File: config.mk
export PLATFORM = sky130hd
export DESIGN_NAME = shift_add_multiplier_8bit_flat
export DESIGN_NICKNAME = d
export VERILOG_FILES = /design/src/rtl/shift_add_multiplier_8bit_pkg.sv /design/src/rtl/shift_add_multiplier_8bit_if.sv /design/src/rtl/ripplecarry_adder_8bit.sv /design/src/rtl/shift_add_multiplier_8bit.sv /design/src/flat_wrapper.sv
export SDC_FILE = /design/constraint.sdc
export NUM_CORES = 1
export LEC_CHECK = 0
export BUFFER_PORTS_ARGS = -buffer_cell sky130_fd_sc_hd__buf_2
export CAP_MARGIN = 20
export CORE_MARGIN = 2
export CORE_UTILIZATION = 35
export CTS_CLUSTER_DIAMETER = 60
export DETAILED_ROUTE_END_ITERATION = 10
export GPL_TIMING_DRIVEN = 0
export PLACE_DENSITY = 0.53
export RECOVER_POWER = 25
export SETUP_SLACK_MARGIN = 0.02
export SKIP_CTS_REPAIR_TIMING = 1
export SYNTH_ARGS = -nofsm -noshare
export SYNTH_HDL_FRONTEND = slang
export SYNTH_HIERARCHICAL = 1
export SYNTH_SLANG_ARGS = --single-unit
File: constraint.sdc
create_clock -name i_clk -period 4.7 [get_ports i_clk]
set_input_delay 0.235 -clock i_clk [delete_from_list [all_inputs] [get_ports i_clk]]
set_output_delay 0.235 -clock i_clk [all_outputs]
set_load 0.05 [all_outputs]
File: src/rtl/shift_add_multiplier_8bit_pkg.sv
// rtl/shift_add_multiplier_8bit_pkg.sv - shared constants and state encoding for the shift-add multiplier
package shift_add_multiplier_8bit_pkg;

  localparam int WIDTH  = 8;
  localparam int CNT_W  = 3;
  localparam int PROD_W = 2 * WIDTH;

  localparam logic [1:0] ST_IDLE = 2'd0;
  localparam logic [1:0] ST_BUSY = 2'd1;
  localparam logic [1:0] ST_DONE = 2'd2;

  typedef enum logic [1:0] {
    IDLE = ST_IDLE,
    BUSY = ST_BUSY,
    DONE = ST_DONE
  } state_t;

  localparam logic [CNT_W-1:0] LAST_ITER = CNT_W'(WIDTH - 1);

endpackage

File: src/rtl/shift_add_multiplier_8bit_if.sv
// rtl/shift_add_multiplier_8bit_if.sv - start/done handshake and operand/product bus
interface shift_add_multiplier_8bit_if;
  import shift_add_multiplier_8bit_pkg::*;

  logic              start;
  logic [WIDTH-1:0]  multiplicand;
  logic [WIDTH-1:0]  multiplier;
  logic              busy;
  logic              done;
  logic [PROD_W-1:0] product;

  modport master (
    output start, multiplicand, multiplier,
    input  busy, done, product
  );

  modport slave (
    input  start, multiplicand, multiplier,
    output busy, done, product
  );

endinterface

File: src/rtl/ripplecarry_adder_8bit.sv
// rtl/ripplecarry_adder_8bit.sv - 8-bit ripple-carry adder built from a chain of full adders
module ripplecarry_adder_8bit (
  input  logic [7:0] i_a,
  input  logic [7:0] i_b,
  input  logic       i_cin,
  output logic [7:0] o_sum,
  output logic       o_cout
);

  logic [8:0] w_carry;

  assign w_carry[0] = i_cin;

  for (genvar g = 0; g < 8; g++) begin : g_fa
    assign o_sum[g]     = i_a[g] ^ i_b[g] ^ w_carry[g];
    assign w_carry[g+1] = (i_a[g] & i_b[g]) | (w_carry[g] & (i_a[g] ^ i_b[g]));
  end

  assign o_cout = w_carry[8];

endmodule

File: src/rtl/shift_add_multiplier_8bit.sv
// rtl/shift_add_multiplier_8bit.sv - sequential unsigned 8x8 shift-and-add multiplier, one accumulate per clock
module shift_add_multiplier_8bit
  import shift_add_multiplier_8bit_pkg::*;
#(
  parameter int P_WIDTH = WIDTH
) (
  input  logic                         i_clk,
  input  logic                         i_rst,
  shift_add_multiplier_8bit_if.slave   bus
);

  if (P_WIDTH != 8) begin : g_width_check
    $error("shift_add_multiplier_8bit supports only an 8-bit operand width");
  end

  state_t            r_state;
  state_t            w_next_state;
  logic [WIDTH-1:0]  r_m;
  logic [WIDTH-1:0]  r_acc;
  logic [WIDTH-1:0]  r_q;
  logic              r_c;
  logic [CNT_W-1:0]  r_cnt;
  logic [PROD_W-1:0] r_product;

  logic [WIDTH-1:0]  w_addend;
  logic [WIDTH-1:0]  w_sum;
  logic              w_cout;
  logic              w_load;
  logic              w_iter;
  logic              w_last;

  assign w_addend = r_q[0] ? r_m : '0;

  // C is cleared on load and after every iteration, so the adder always sees Cin=0.
  ripplecarry_adder_8bit u_adder (
    .i_a    (r_acc),
    .i_b    (w_addend),
    .i_cin  (r_c),
    .o_sum  (w_sum),
    .o_cout (w_cout)
  );

  assign w_load = bus.start && (r_state == IDLE || r_state == DONE);
  assign w_iter = (r_state == BUSY);
  assign w_last = w_iter && (r_cnt == LAST_ITER);

  always_ff @(posedge i_clk) begin
    if (i_rst) begin
      r_state <= IDLE;
    end else begin
      r_state <= w_next_state;
    end
  end

  always_comb begin
    w_next_state = r_state;
    bus.busy     = 1'b0;
    bus.done     = 1'b0;
    case (r_state)
      IDLE: begin
        if (bus.start) w_next_state = BUSY;
      end
      BUSY: begin
        bus.busy = 1'b1;
        if (r_cnt == LAST_ITER) w_next_state = DONE;
      end
      DONE: begin
        bus.done     = 1'b1;
        w_next_state = bus.start ? BUSY : IDLE;
      end
      default: w_next_state = IDLE;
    endcase
  end

  always_ff @(posedge i_clk) begin
    if (i_rst) begin
      r_m       <= '0;
      r_acc     <= '0;
      r_q       <= '0;
      r_c       <= 1'b0;
      r_cnt     <= '0;
      r_product <= '0;
    end else if (w_load) begin
      r_m   <= bus.multiplicand;
      r_q   <= bus.multiplier;
      r_acc <= '0;
      r_c   <= 1'b0;
      r_cnt <= '0;
    end else if (w_iter) begin
      // {C,ACC,Q} <= {0, cout, sum, Q} >> 1
      r_c   <= 1'b0;
      r_acc <= {w_cout, w_sum[WIDTH-1:1]};
      r_q   <= {w_sum[0], r_q[WIDTH-1:1]};
      r_cnt <= r_cnt + 1'b1;
      if (w_last) begin
        r_product <= {w_cout, w_sum, r_q[WIDTH-1:1]};
      end
    end
  end

  assign bus.product = r_product;

endmodule

File: src/flat_wrapper.sv
// flat-port wrapper written by rule: the top's interface ports become plain ports
module shift_add_multiplier_8bit_flat import shift_add_multiplier_8bit_pkg::*;
#(
  parameter int P_WIDTH = WIDTH
)
  (i_clk, i_rst, bus_start, bus_multiplicand, bus_multiplier, bus_busy, bus_done, bus_product);
  shift_add_multiplier_8bit_if bus_i ();
  input  logic i_clk;
  input  logic i_rst;
  input wire logic [$bits(bus_i.start)-1:0] bus_start;
  input wire logic [$bits(bus_i.multiplicand)-1:0] bus_multiplicand;
  input wire logic [$bits(bus_i.multiplier)-1:0] bus_multiplier;
  output wire logic [$bits(bus_i.busy)-1:0] bus_busy;
  output wire logic [$bits(bus_i.done)-1:0] bus_done;
  output wire logic [$bits(bus_i.product)-1:0] bus_product;
  assign bus_i.start = bus_start;
  assign bus_i.multiplicand = bus_multiplicand;
  assign bus_i.multiplier = bus_multiplier;
  assign bus_busy = bus_i.busy;
  assign bus_done = bus_i.done;
  assign bus_product = bus_i.product;
  shift_add_multiplier_8bit #(.P_WIDTH(P_WIDTH)) u_core (.i_clk(i_clk), .i_rst(i_rst), .bus(bus_i));
endmodule
Yosys cells after proc, flatten, opt, wreduce, memory -nomap -nowiden
Cells that the tools add are included.
{"block": "classes", "n_addsub": 1, "multipliers": 0, "div": 0, "magnitude_cmp": 0, "n_eq_ne": 5, "shift": 0, "mux": 9, "n_bitwise": 38, "reduce_logical": 8}
{"operator": "$mux 8", "count": 3}
{"operator": "$and 1x1->1", "count": 15}
{"operator": "$xor 1x1->1", "count": 15}
{"operator": "$or 1x1->1", "count": 7}
{"operator": "$pmux 2 s3", "count": 1}
{"operator": "$mux 2", "count": 2}
{"operator": "$ne 2x2->1 const B", "count": 2}
{"operator": "$add 3x1->3 const B", "count": 1}
{"operator": "$eq 3x3->1 const B", "count": 1}
{"operator": "$mux 1", "count": 3}
{"operator": "$reduce_and 3->1", "count": 1}
{"operator": "$eq 2x1->1 const B", "count": 1}
{"operator": "$eq 2x2->1 const B", "count": 1}
{"operator": "$logic_and 1x1->1", "count": 2}
{"operator": "$logic_not 2->1", "count": 1}
{"operator": "$reduce_and 2->1", "count": 1}
{"operator": "$reduce_bool 2->1", "count": 1}
{"operator": "$reduce_or 2->1", "count": 1}
{"operator": "$logic_or 1x1->1", "count": 1}
{"operator": "$not 1->1", "count": 1}
{"block": "word_totals", "regBits": 45, "latchBits": 0, "ramBits": 0, "mem_bits_ro": 0, "input_bits": 19, "out_inout_bits": 18, "elab_cells": 67, "mem_count": 0}

Logic depth before layout (Yosys ltp)
Gate-level depths: netlist of run 1.
{"block": "depth", "word_depth": 16, "depth_mapped": 15, "mapped_depth_nobuf": 15}

By module
The synthesis of run 1 kept the hierarchy.
{"module": "shift_add_multiplier_8bit", "instances": 1, "cells_each": 211, "area_each_um2": 1719.1, "seq_area_each_um2": 900.9}
{"module": "ripplecarry_adder_8bit", "instances": 1, "cells_each": 18, "area_each_um2": 197.7, "seq_area_each_um2": 0.0}

Least setup slack after synthesis of run 1
No wires, ideal clock.
{"block": "synth_path", "path_kind": "reg2reg", "from": "register u_core.r_q[0]", "to": "register u_core.r_acc[6]", "setup_time_ps": 70, "t_arrival_ps": 3652, "required_ps": 4630, "path_slack_ps": 978, "path_stages_with_launch": 16, "path_buffers": 0, "period_less_slack_ps": 3722, "path_cell_list": "dfxtp_1 > and2_1 > fa_1 > inv_1 > fa_1 > inv_1 > fa_1 > fa_1 > fa_1 > fa_1 > fa_1 > inv_1 > fa_1 > inv_1 > nand2_1 > a21oi_1"}
{"block": "synth_via", "elab_chain_len": 15, "elab_cells_between_ends": 28, "cone_classes": "mux (1); bitwise (27)"}
{"item": "start: declaration", "line": "shift_add_multiplier_8bit.sv:20", "text": "logic [WIDTH-1:0] r_q;"}
{"item": "start signal: assignment", "line": "shift_add_multiplier_8bit.sv:85", "text": "r_q <= bus.multiplier;"}
{"item": "start signal: assignment", "line": "shift_add_multiplier_8bit.sv:93", "text": "r_q <= {w_sum[0], r_q[WIDTH-1:1]};"}
{"item": "$mux 8", "line": "shift_add_multiplier_8bit.sv:32", "text": "assign w_addend = r_q[0] ? r_m : '0;"}
{"item": "named net u_core.w_addend[0]", "line": "shift_add_multiplier_8bit.sv:25", "text": "logic [WIDTH-1:0] w_addend;"}
{"item": "$and 1x1->1 (2 in series)", "line": "ripplecarry_adder_8bit.sv:16", "text": "assign w_carry[g+1] = (i_a[g] & i_b[g]) | (w_carry[g] & (i_a[g] ^ i_b[g]));"}
{"item": "$or 1x1->1", "line": "ripplecarry_adder_8bit.sv:16"}
{"item": "$and 1x1->1", "line": "ripplecarry_adder_8bit.sv:16"}
{"item": "$or 1x1->1", "line": "ripplecarry_adder_8bit.sv:16"}
{"item": "$and 1x1->1", "line": "ripplecarry_adder_8bit.sv:16"}
{"item": "$or 1x1->1", "line": "ripplecarry_adder_8bit.sv:16"}
{"item": "$and 1x1->1", "line": "ripplecarry_adder_8bit.sv:16"}
{"item": "$or 1x1->1", "line": "ripplecarry_adder_8bit.sv:16"}
{"item": "$and 1x1->1", "line": "ripplecarry_adder_8bit.sv:16"}
{"item": "$or 1x1->1", "line": "ripplecarry_adder_8bit.sv:16"}
{"item": "$and 1x1->1", "line": "ripplecarry_adder_8bit.sv:16"}
{"item": "$or 1x1->1", "line": "ripplecarry_adder_8bit.sv:16"}
{"item": "$xor 1x1->1", "line": "ripplecarry_adder_8bit.sv:15", "text": "assign o_sum[g] = i_a[g] ^ i_b[g] ^ w_carry[g];"}
{"item": "named net u_core.w_sum[7]", "line": "shift_add_multiplier_8bit.sv:26", "text": "logic [WIDTH-1:0] w_sum;"}
{"item": "end signal: assignment", "line": "shift_add_multiplier_8bit.sv:92", "text": "r_acc <= {w_cout, w_sum[WIDTH-1:1]};"}
{"item": "end: declaration", "line": "shift_add_multiplier_8bit.sv:19", "text": "logic [WIDTH-1:0] r_acc;"}
The timed path passes the listed nets, and every way through them passes these cells.
A chain may end at the register's enable or synchronous reset.

Worst setup path after layout of run 1
Same ends and word-level chain as after synthesis.

==> results of run 1 <==
==> cells in the final DEF, fill, tap and decap left out, drive strengths merged <==
cell type | Yosys | final
and3b | 1 | 1
nand2b | 3 | 3
nand3b | 1 | 1
nor3 | 16 | 16
o22ai | 8 | 8
nor2 | 3 | 3
inv | 11 | 11
conb | 1 | 1
o21a | 1 | 1
ha | 2 | 2
nor2b | 2 | 2
and2 | 8 | 8
nand2 | 68 | 68
dfxtp | 45 | 45
buf | 11 | 31
fa | 8 | 8
a21oi | 34 | 34
xnor2 | 1 | 1
bufinv | 0 | 1
clkbuf | 5 | 27
==> routing by layer <==
metal / track usage [%] / routed length, um / share of wire (%)
met5: 0 / 0 / 0
met4: 5.26 / 27 / 0.64
met3: 4.53 / 174 / 4.1
met2: 23.4 / 1960 / 47
met1: 20.0 / 2040 / 49
==> through the flow <==
| step | worst slack (ns) | utilization [%] | hold slack [ns] | instances |
|---|---|---|---|---|
| 2_1_floorplan | 0.978 | - | 0.371 | 229 |
| 6_report | 0.693 | 43.8 | 0.171 | 342 |
| 3_3_place_gp | 0.716 | 41.9 | 0.439 | 334 |
| 5_1_grt | 0.445 | 43.8 | 0.169 | 342 |
| 4_1_cts | 0.664 | 44.1 | 0.161 | 342 |
| 3_5_place_dp | 0.686 | 41.9 | 0.443 | 334 |
==> worst max-delay path by stage <==
stage	startpoint	end	slack, ns	depth (start not counted)
4_1_cts	u_core/r_q[0]	u_core/bus.product[14]	0.66	15
6_report	u_core/r_q[0]	u_core/r_acc[6]	0.69	15
3_3_place_gp	u_core/r_q[0]	u_core/bus.product[14]	0.72	15
5_1_grt	u_core/r_q[0]	u_core/bus.product[14]	0.44	15
3_5_place_dp	u_core/r_q[0]	u_core/bus.product[14]	0.69	15
2_1_floorplan	u_core/r_q[0]	u_core/r_acc[6]	0.98	15
==> power groups by stage <==
stage               clock network, uW  registers [uW]  logic [uW]
detailed placement                  0             414        74.2
floorplan                           0             410        52.5
CTS                               312             405        74.4
finish                            300             405        73.6
global route                      326             408        82.6
global placement                    0             414        73.7
==> state kept, by name (all words and copies together) (netlist names) <==
register / count
u_core/bus.product: 16
u_core/r_acc: 8
u_core/r_m: 8
u_core/r_q: 8
u_core/r_cnt: 3
u_core/r_state: 2
==> cell families after synthesis <==
group / Yosys count
flops: 45
compound gates: 43
other cells: 1
buf+inv: 27
xor+xnor: 1
simple gates: 102
fa+ha+maj: 10
==> layout make-up <==
cell class	count	area share, %
plain buffers	16	4.40
well taps	70	3.85
inverters	11	1.81
flip-flops and latches	45	39.6
clock buffers	7	3.79
multi-input cells	157	38.4
clock inverters	1	1.32
repair buffers	35	6.87
==> critical path, stage by stage, from the launching register on <==
cell and delay (ns):
dfxtp_1 0.39, and2_1 0.22, fa_1 0.41, inv_1 0.08
fa_1 0.15, inv_1 0.05, fa_1 0.37, fa_1 0.39
fa_1 0.39, fa_1 0.39, fa_1 0.37, inv_1 0.08
fa_1 0.40, inv_1 0.08, nand2_1 0.05, a21oi_1 0.11
==> flow_metrics.env, run 1 <==
export IMPL_outcome="complete, no violations"
export IMPL_yosys_cell_types_count=23
export IMPL_routed_via_density=4.63
export IMPL_cts_tree="yes"
export IMPL_min_from="bus_multiplicand[2]"
export IMPL_vias=1583
export IMPL_timing_rr_end="u_core/r_acc[6]"
export IMPL_swShare_pct=23.3
export IMPL_grt_pass1_vias=1516
export IMPL_worstSkewPairLatency_ns=0.29
export IMPL_grt_util_all_layers_pct=15.1
export IMPL_hold_end="u_core/r_m[2]"
export IMPL_hp_class="in -> reg"
export IMPL_start_util_pct=36.8
export IMPL_cap_violations=0
export IMPL_required_ns=4.92
export IMPL_vdd_ir_drop_max_v=0.000146
export IMPL_ys_ff_latch=45
export IMPL_tightest_slew_ns=0.601
export IMPL_slew_violations=0
export IMPL_hold_viol_final=0
export IMPL_p_leak_uw=0.000896
export IMPL_r2r_cells=15
export IMPL_power_density_nw_per_um2=342
export IMPL_fin_crit_sh_pct=85.3
export IMPL_synth_area_sq_um=1920
export IMPL_routabilityCongestion=0.735
export IMPL_async_flop_share_pct=0
export IMPL_finalSetupViolCount=0
export IMPL_timing_rr_start="u_core/r_q[0]"
export IMPL_p_comb_share_pct=9.5
export IMPL_cts_clk_slew_worst_paths_ns=0.08
export IMPL_clockPowerShare_pct=38.6
export IMPL_cts_sinks=45
export IMPL_power_total_uw=779
export IMPL_first_pass_iters=4
export IMPL_synth_top_family_by_area="simple AND/OR/NAND/NOR gates"
export IMPL_seqPwrFrac_pct=52.0
export IMPL_ys_flop_type="dfxtp_1"
export IMPL_synth_top_cell_area_share_pct=47.0
export IMPL_cp_arrival_ns=4.23
export IMPL_syn_avg_cell_area_sq_um=8.37
export IMPL_relSlewSlack_pct=60.0
export IMPL_netlist_instances=229
export IMPL_fin_crit_ns=4.01
export IMPL_seq_area_frac_synth_pct=47.0
export IMPL_intPower_uw=598
export IMPL_synthMuxAreaShare_pct=0
export IMPL_crit_fanout=9
export IMPL_synth_enable_flop_cells=0
export IMPL_drt_iter0_markers=43
export IMPL_fill_cells=568
export IMPL_rrSetupSlack_ns=0.69
export IMPL_power_switching_uw=181
export IMPL_rsz0062_at_grt="no"
export IMPL_synth_fa_ha_area_share_pct=9.66
export IMPL_wl_mm=4.20
export IMPL_place_hpwl_mm=3.09
export IMPL_yosys_cell_count_top_type="nand2_1"
export IMPL_clockBufferDepth=2
export IMPL_multi_input_area_sq_um=875
export IMPL_regArea_sq_um=901
export IMPL_io_pin_count=37
export IMPL_cts_buffers=5
export IMPL_fin_area_sq_um=2280
export IMPL_grt_max_degree=14
export IMPL_synth_top_area_cell="dfxtp_1"
export IMPL_rows=26
export IMPL_synth_common_cells="nand2_1 (68), dfxtp_1 (45), a21oi_1 (34), nor3_1 (15), inv_1 (11)"
export IMPL_die_w_um=78.0
export IMPL_synth_compound_area_share_pct=11.9
export IMPL_max_clock_freq_mhz=250
export IMPL_ys_warn_count=6
export IMPL_drive_gt1_share_pct=14.7
export IMPL_end_kind="flop"
export IMPL_io_buffers=35
export IMPL_core_area_sq_um=5200
export IMPL_synthXorXnorAreaFrac_pct=0.457
export IMPL_die_h_um=78.0
export IMPL_cts_root_buf="clkbuf_8"
export IMPL_synth_simple_area_share_pct=23.4
export IMPL_grt_pass1_wl_mm=7.12
export IMPL_remaining_drc_errors=0
export IMPL_place_area_sq_um=2180
export IMPL_wire_per_inst_um=12.3
export IMPL_areaGrowthSynthToFinish_pct=18.8
export IMPL_antenna_found_initial=0
export IMPL_layout_nets=300
export IMPL_ys_top_cells_by_area="dfxtp_1 (47%), nand2_1 (13%), a21oi_1 (8.9%)"
export IMPL_ant_nets=0
export IMPL_hold_path_depth=3
export IMPL_die_area_sq_um=6080
export IMPL_synth_nets=258
export IMPL_crit_type="reg -> reg"
export IMPL_cts_max_level=2
export IMPL_finClkSkew_ns=0.00893
export IMPL_fin_tns_setup_ns=0
export IMPL_grt_overflow=0
export IMPL_n_antenna_cell=0
export IMPL_start_kind="flop"
No activity file was read; power rests on OpenSTA's default activity.
==> run 2, diff against run 1 <==
--- a/config.mk
+++ b/config.mk
@@ -12,7 +12,7 @@
 export CTS_CLUSTER_DIAMETER = 60
 export DETAILED_ROUTE_END_ITERATION = 10
 export GPL_TIMING_DRIVEN = 0
-export PLACE_DENSITY = 0.53
+export PLACE_DENSITY_LB_ADDON = 0.12
 export RECOVER_POWER = 25
 export SETUP_SLACK_MARGIN = 0.02
 export SKIP_CTS_REPAIR_TIMING = 1
==> flow_metrics.env, run 2 (synthesis gave the netlist of run 1 again) <==
export IMPL_clockBufferDepth=2
export IMPL_crit_fanout=9
export IMPL_grt_util_all_layers_pct=15.1
export IMPL_io_buffers=35
export IMPL_cp_arrival_ns=4.20
export IMPL_grt_overflow=0
export IMPL_vias=1547
export IMPL_start_util_pct=36.8
export IMPL_core_area_sq_um=5200
export IMPL_crit_type="reg -> reg"
export IMPL_power_density_nw_per_um2=319
export IMPL_largest_reg_flops=16
export IMPL_routed_via_density=4.54
export IMPL_drive_gt1_share_pct=14.4
export IMPL_drt_iter0_markers=50
export IMPL_fin_crit_sh_pct=84.6
export IMPL_grt_max_degree=13
export IMPL_cts_root_buf="clkbuf_8"
export IMPL_fin_tns_setup_ns=0
export IMPL_io_pin_count=37
export IMPL_crit_top_cell="fa_1"
export IMPL_end_kind="flop"
export IMPL_ant_nets=0
export IMPL_vdd_ir_drop_max_v=0.000147
export IMPL_hold_viol_final=0
export IMPL_slew_violations=0
export IMPL_first_pass_iters=4
export IMPL_finalSetupViolCount=0
export IMPL_hp_class="in -> reg"
export IMPL_p_leak_uw=0.000882
export IMPL_cts_clk_slew_worst_paths_ns=0.08
export IMPL_crit_buf_inv=4
export IMPL_max_clock_freq_mhz=252
export IMPL_layout_nets=300
export IMPL_worstSkewPairLatency_ns=0.29
export IMPL_die_w_um=78.0
export IMPL_wl_mm=4.16
export IMPL_relSlewSlack_pct=59.9
export IMPL_areaGrowthSynthToFinish_pct=17.2
export IMPL_crit_family="adder cells"
export IMPL_antenna_found_initial=0
export IMPL_mostFrequentLayoutCell="nand2_1"
export IMPL_r2r_cells=15
export IMPL_crit_cells=15
export IMPL_fill_cells=575
export IMPL_die_area_sq_um=6080
export IMPL_crit_chain="and2_1 -> fa_1 -> inv_1 -> fa_1 -> inv_1 -> fa_1 -> fa_1 -> fa_1 -> fa_1 -> fa_1 -> inv_1 -> fa_1 -> inv_1 -> nand2_1 -> a21oi_1"
export IMPL_fin_ws_ns=0.724
export IMPL_cts_tree="yes"
export IMPL_slowest_stage="dfxtp_1"
export IMPL_outcome="complete, no violations"
export IMPL_rows=26
export IMPL_wire_per_inst_um=12.2
export IMPL_grt_pass1_wl_mm=7.06
export IMPL_layout_common_cells="nand2_1 (68), dfxtp_1 (45), a21oi_1 (34)"
export IMPL_n_antenna_cell=0
export IMPL_max_stage_delay_ns=0.40
export IMPL_required_ns=4.92
export IMPL_remaining_drc_errors=0
export IMPL_cts_sinks=45
export IMPL_tightest_slew_ns=0.604
export IMPL_place_ws_ns=0.721
export IMPL_rsz0062_at_grt="no"
export IMPL_cap_violations=0
export IMPL_start_kind="flop"
export IMPL_hold_path_depth=3
export IMPL_finClkSkew_ns=0.00531
export IMPL_fin_crit_ns=3.98
export IMPL_place_hpwl_mm=3.05
export IMPL_grt_pass1_vias=1497
export IMPL_routabilityCongestion=0.731
export IMPL_die_h_um=78.0
export IMPL_hold_slack_ns=0.173
export IMPL_power_total_uw=718
export IMPL_cts_max_level=2
export IMPL_cts_buffers=5
## run 2: cell types whose count changed in the layout (fill, tap and decap cells not counted), sizes merged
cell and change:
bufinv -1
## run 2: worst min-delay path: stages
cell and delay (ns):
buf_2 0.09, nand2_1 0.04, a21oi_1 0.05
## run 2: stage by stage
| step | std cells | cell area, sq um | util, % |
|---|---|---|---|
| finish | 341 | 2250 | 43.2 |
| global route | 341 | 2250 | 43.2 |
| CTS | 341 | 2270 | 43.5 |
| detailed placement | 334 | 2180 | 41.9 |
| global placement | 334 | 2180 | 41.9 |
| floorplan | 229 | 1920 | - |
## run 2: final timing paths
path	start	to	slack, ns
worst min register to register	u_core/r_m[5]	u_core/r_m[5]	0.45
worst max register to register	u_core/r_q[0]	u_core/bus.product[14]	0.72
worst min-delay path	bus_multiplicand[3]	u_core/r_m[3]	0.17
worst max-delay path	u_core/r_q[0]	u_core/bus.product[14]	0.72
## run 2: cell type report
type / instances / area, sq um / share of cell area [%]
Buffer: 16 / 100 / 4.45
Clock buffer: 7 / 86.3 / 3.84
Tap cell: 70 / 87.6 / 3.90
Multi-Input combinational cell: 157 / 875 / 38.9
Timing Repair Buffer: 35 / 156 / 6.96
Sequential cell: 45 / 901 / 40.1
Inverter: 11 / 41.3 / 1.84
## run 2: report_power, final
part / internal (uW) / switching, uW / total, uW
logic: 30.2 / 42.9 / 73.1
clock network: 117 / 123 / 240
registers: 394 / 10.7 / 405
total: 541 / 176 / 718
## run 2: routing by layer
layer	global-route usage (%)	wire length [um]
met5	0	0
met4	6.84	34
met3	3.49	154
met1	19.9	2080
met2	23.4	1890
==> run 3, diff against run 2 <==
==> constraint.sdc (replaced) <==
create_clock -name i_clk -period 3.2 [get_ports i_clk]
set_input_delay 0.16 -clock i_clk [delete_from_list [all_inputs] [get_ports i_clk]]
set_output_delay 0.16 -clock i_clk [all_outputs]
set_load 0.05 [all_outputs]
==> flow_metrics.env, run 3 (synthesis gave the netlist of run 1 again) <==
export IMPL_outcome="complete, but fails checks"
export IMPL_violations="setup timing"
export IMPL_tightest_slew_ns=0.603
export IMPL_wire_per_inst_um=12.5
export IMPL_remaining_drc_errors=0
export IMPL_max_stage_delay_ns=0.42
export IMPL_layout_nets=301
export IMPL_p_leak_uw=0.000879
export IMPL_grt_pass1_vias=1444
export IMPL_die_h_um=78.0
export IMPL_cp_arrival_ns=3.84
export IMPL_grtUsageMet2_pct=22.3
export IMPL_start_util_pct=36.8
export IMPL_place_hpwl_mm=3.04
export IMPL_hp_class="in -> reg"
export IMPL_routed_via_density=4.52
export IMPL_worstSkewPairLatency_ns=0.29
export IMPL_start_kind="flop"
export IMPL_crit_type="reg -> reg"
export IMPL_largest_reg_flops=16
export IMPL_crit_top_cell="fa_2"
export IMPL_place_ws_ns=-0.581
export IMPL_rsz0062_at_grt="yes"
export IMPL_wl_mm=4.30
export IMPL_fin_crit_sh_pct=113
export IMPL_io_pin_count=37
export IMPL_fin_area_sq_um=2290
export IMPL_cts_root_buf="clkbuf_8"
export IMPL_relSlewSlack_pct=60.0
export IMPL_cts_sinks=45
export IMPL_hold_viol_final=0
export IMPL_multi_input_area_sq_um=907
export IMPL_routabilityCongestion=0.769
export IMPL_met1_usage_pct=20.8
export IMPL_regArea_sq_um=906
export IMPL_cts_max_level=2
export IMPL_crit_buf_inv=4
export IMPL_cts_clk_slew_worst_paths_ns=0.08
export IMPL_fin_crit_ns=3.61
export IMPL_vdd_ir_drop_max_v=0.000181
export IMPL_grt_util_all_layers_pct=15.0
export IMPL_rows=26
export IMPL_grt_max_degree=14
export IMPL_drive_gt1_share_pct=22.0
export IMPL_die_area_sq_um=6080
export IMPL_vias=1550
export IMPL_cap_violations=0
export IMPL_finClkSkew_ns=0.00375
export IMPL_ant_nets=0
export IMPL_grt_overflow=0
export IMPL_die_w_um=78.0
export IMPL_drt_iter0_markers=91
export IMPL_layout_common_cells="nand2_1 (66), dfxtp_1 (43), a21oi_1 (32)"
export IMPL_io_buffers=35
export IMPL_clockBufferDepth=2
export IMPL_n_antenna_cell=0
export IMPL_use_met3_pct=3.60
export IMPL_core_area_sq_um=5200
export IMPL_end_kind="flop"
export IMPL_power_density_nw_per_um2=460
export IMPL_fin_ws_ns=-0.410
export IMPL_required_ns=3.43
export IMPL_max_clock_freq_mhz=277
export IMPL_grt_pass1_wl_mm=7.04
export IMPL_cts_tree="yes"
export IMPL_fill_cells=562
export IMPL_crit_chain="and2_4 -> fa_2 -> inv_2 -> fa_2 -> inv_2 -> fa_2 -> fa_2 -> fa_2 -> fa_2 -> fa_2 -> inv_2 -> fa_1 -> inv_2 -> nand2_1 -> a21oi_1"
export IMPL_slowest_stage="fa_1"
export IMPL_mostFrequentLayoutCell="nand2_1"
export IMPL_crit_fanout=4
export IMPL_grt_busiest_layer="met2"
export IMPL_place_area_sq_um=2200
export IMPL_antenna_found_initial=0
export IMPL_cts_buffers=5
export IMPL_crit_family="adder cells"
export IMPL_first_pass_iters=4
export IMPL_areaGrowthSynthToFinish_pct=19.5
export IMPL_finalSetupViolCount=6
export IMPL_slew_violations=0
-- run 3: changes by cell type in the layout (fill, tap and decap cells not counted), sizes merged --
| cell | previous run | this run |
|---|---|---|
| buf | 31 | 33 |
| clkbuf | 27 | 25 |
| clkinv | 0 | 2 |
-- run 3: final timing paths --
kind	start	to	slack, ns	cells past startpoint
hold reg to reg	u_core/r_m[2]	u_core/r_m[2]	0.45	2
setup reg to reg	u_core/r_q[0]	u_core/bus.product[14]	-0.41	15
setup / recovery	u_core/r_q[0]	u_core/bus.product[14]	-0.41	15
hold / removal	bus_multiplicand[7]	u_core/r_m[7]	0.09	3
-- run 3: cell type report --
type	instances	share of cell area [%]
timing repair buffer	36	7.21
buffer	16	4.37
sequential	45	39.6
multi-input combinational	157	39.6
clock buffer	6	3.17
clock inverter	2	0.437
tap	70	3.83
inverter	11	1.80
-- run 3: report_power, final --
group	switching [uW]	internal, uW	total [uW]
clock	195	152	347
combinational	66.2	46.7	113
sequential	14.8	579	594
total	276	778	1050
-- run 3: per-layer routing --
layer,vias to the layer above,part of all wire (%)
li1,822,-
met1,697,49
met2,27,46
met3,4,3.9
met4,0,0.98
met5,-,0
-- run 3: tightest hold or removal path: stages --
cell	delay [ns]
buf_2	0.09
nand2_1	0.04
a21oi_1	0.05
-- run 3: stage by stage --
stage | TNS [ns] | hold WS [ns] | utilization [%] | total power, uW | std cells
global placement | -2.09 | 0.401 | 42.3 | 718 | 334
global route | -1.81 | 0.0799 | 44.0 | 1110 | 343
finish | -1.21 | 0.0902 | 44.0 | 1050 | 343
floorplan | -0.704 | 0.296 | - | 681 | 229
CTS | -2.26 | 0.0786 | 43.9 | 1070 | 342
detailed placement | -2.14 | 0.405 | 42.3 | 718 | 334
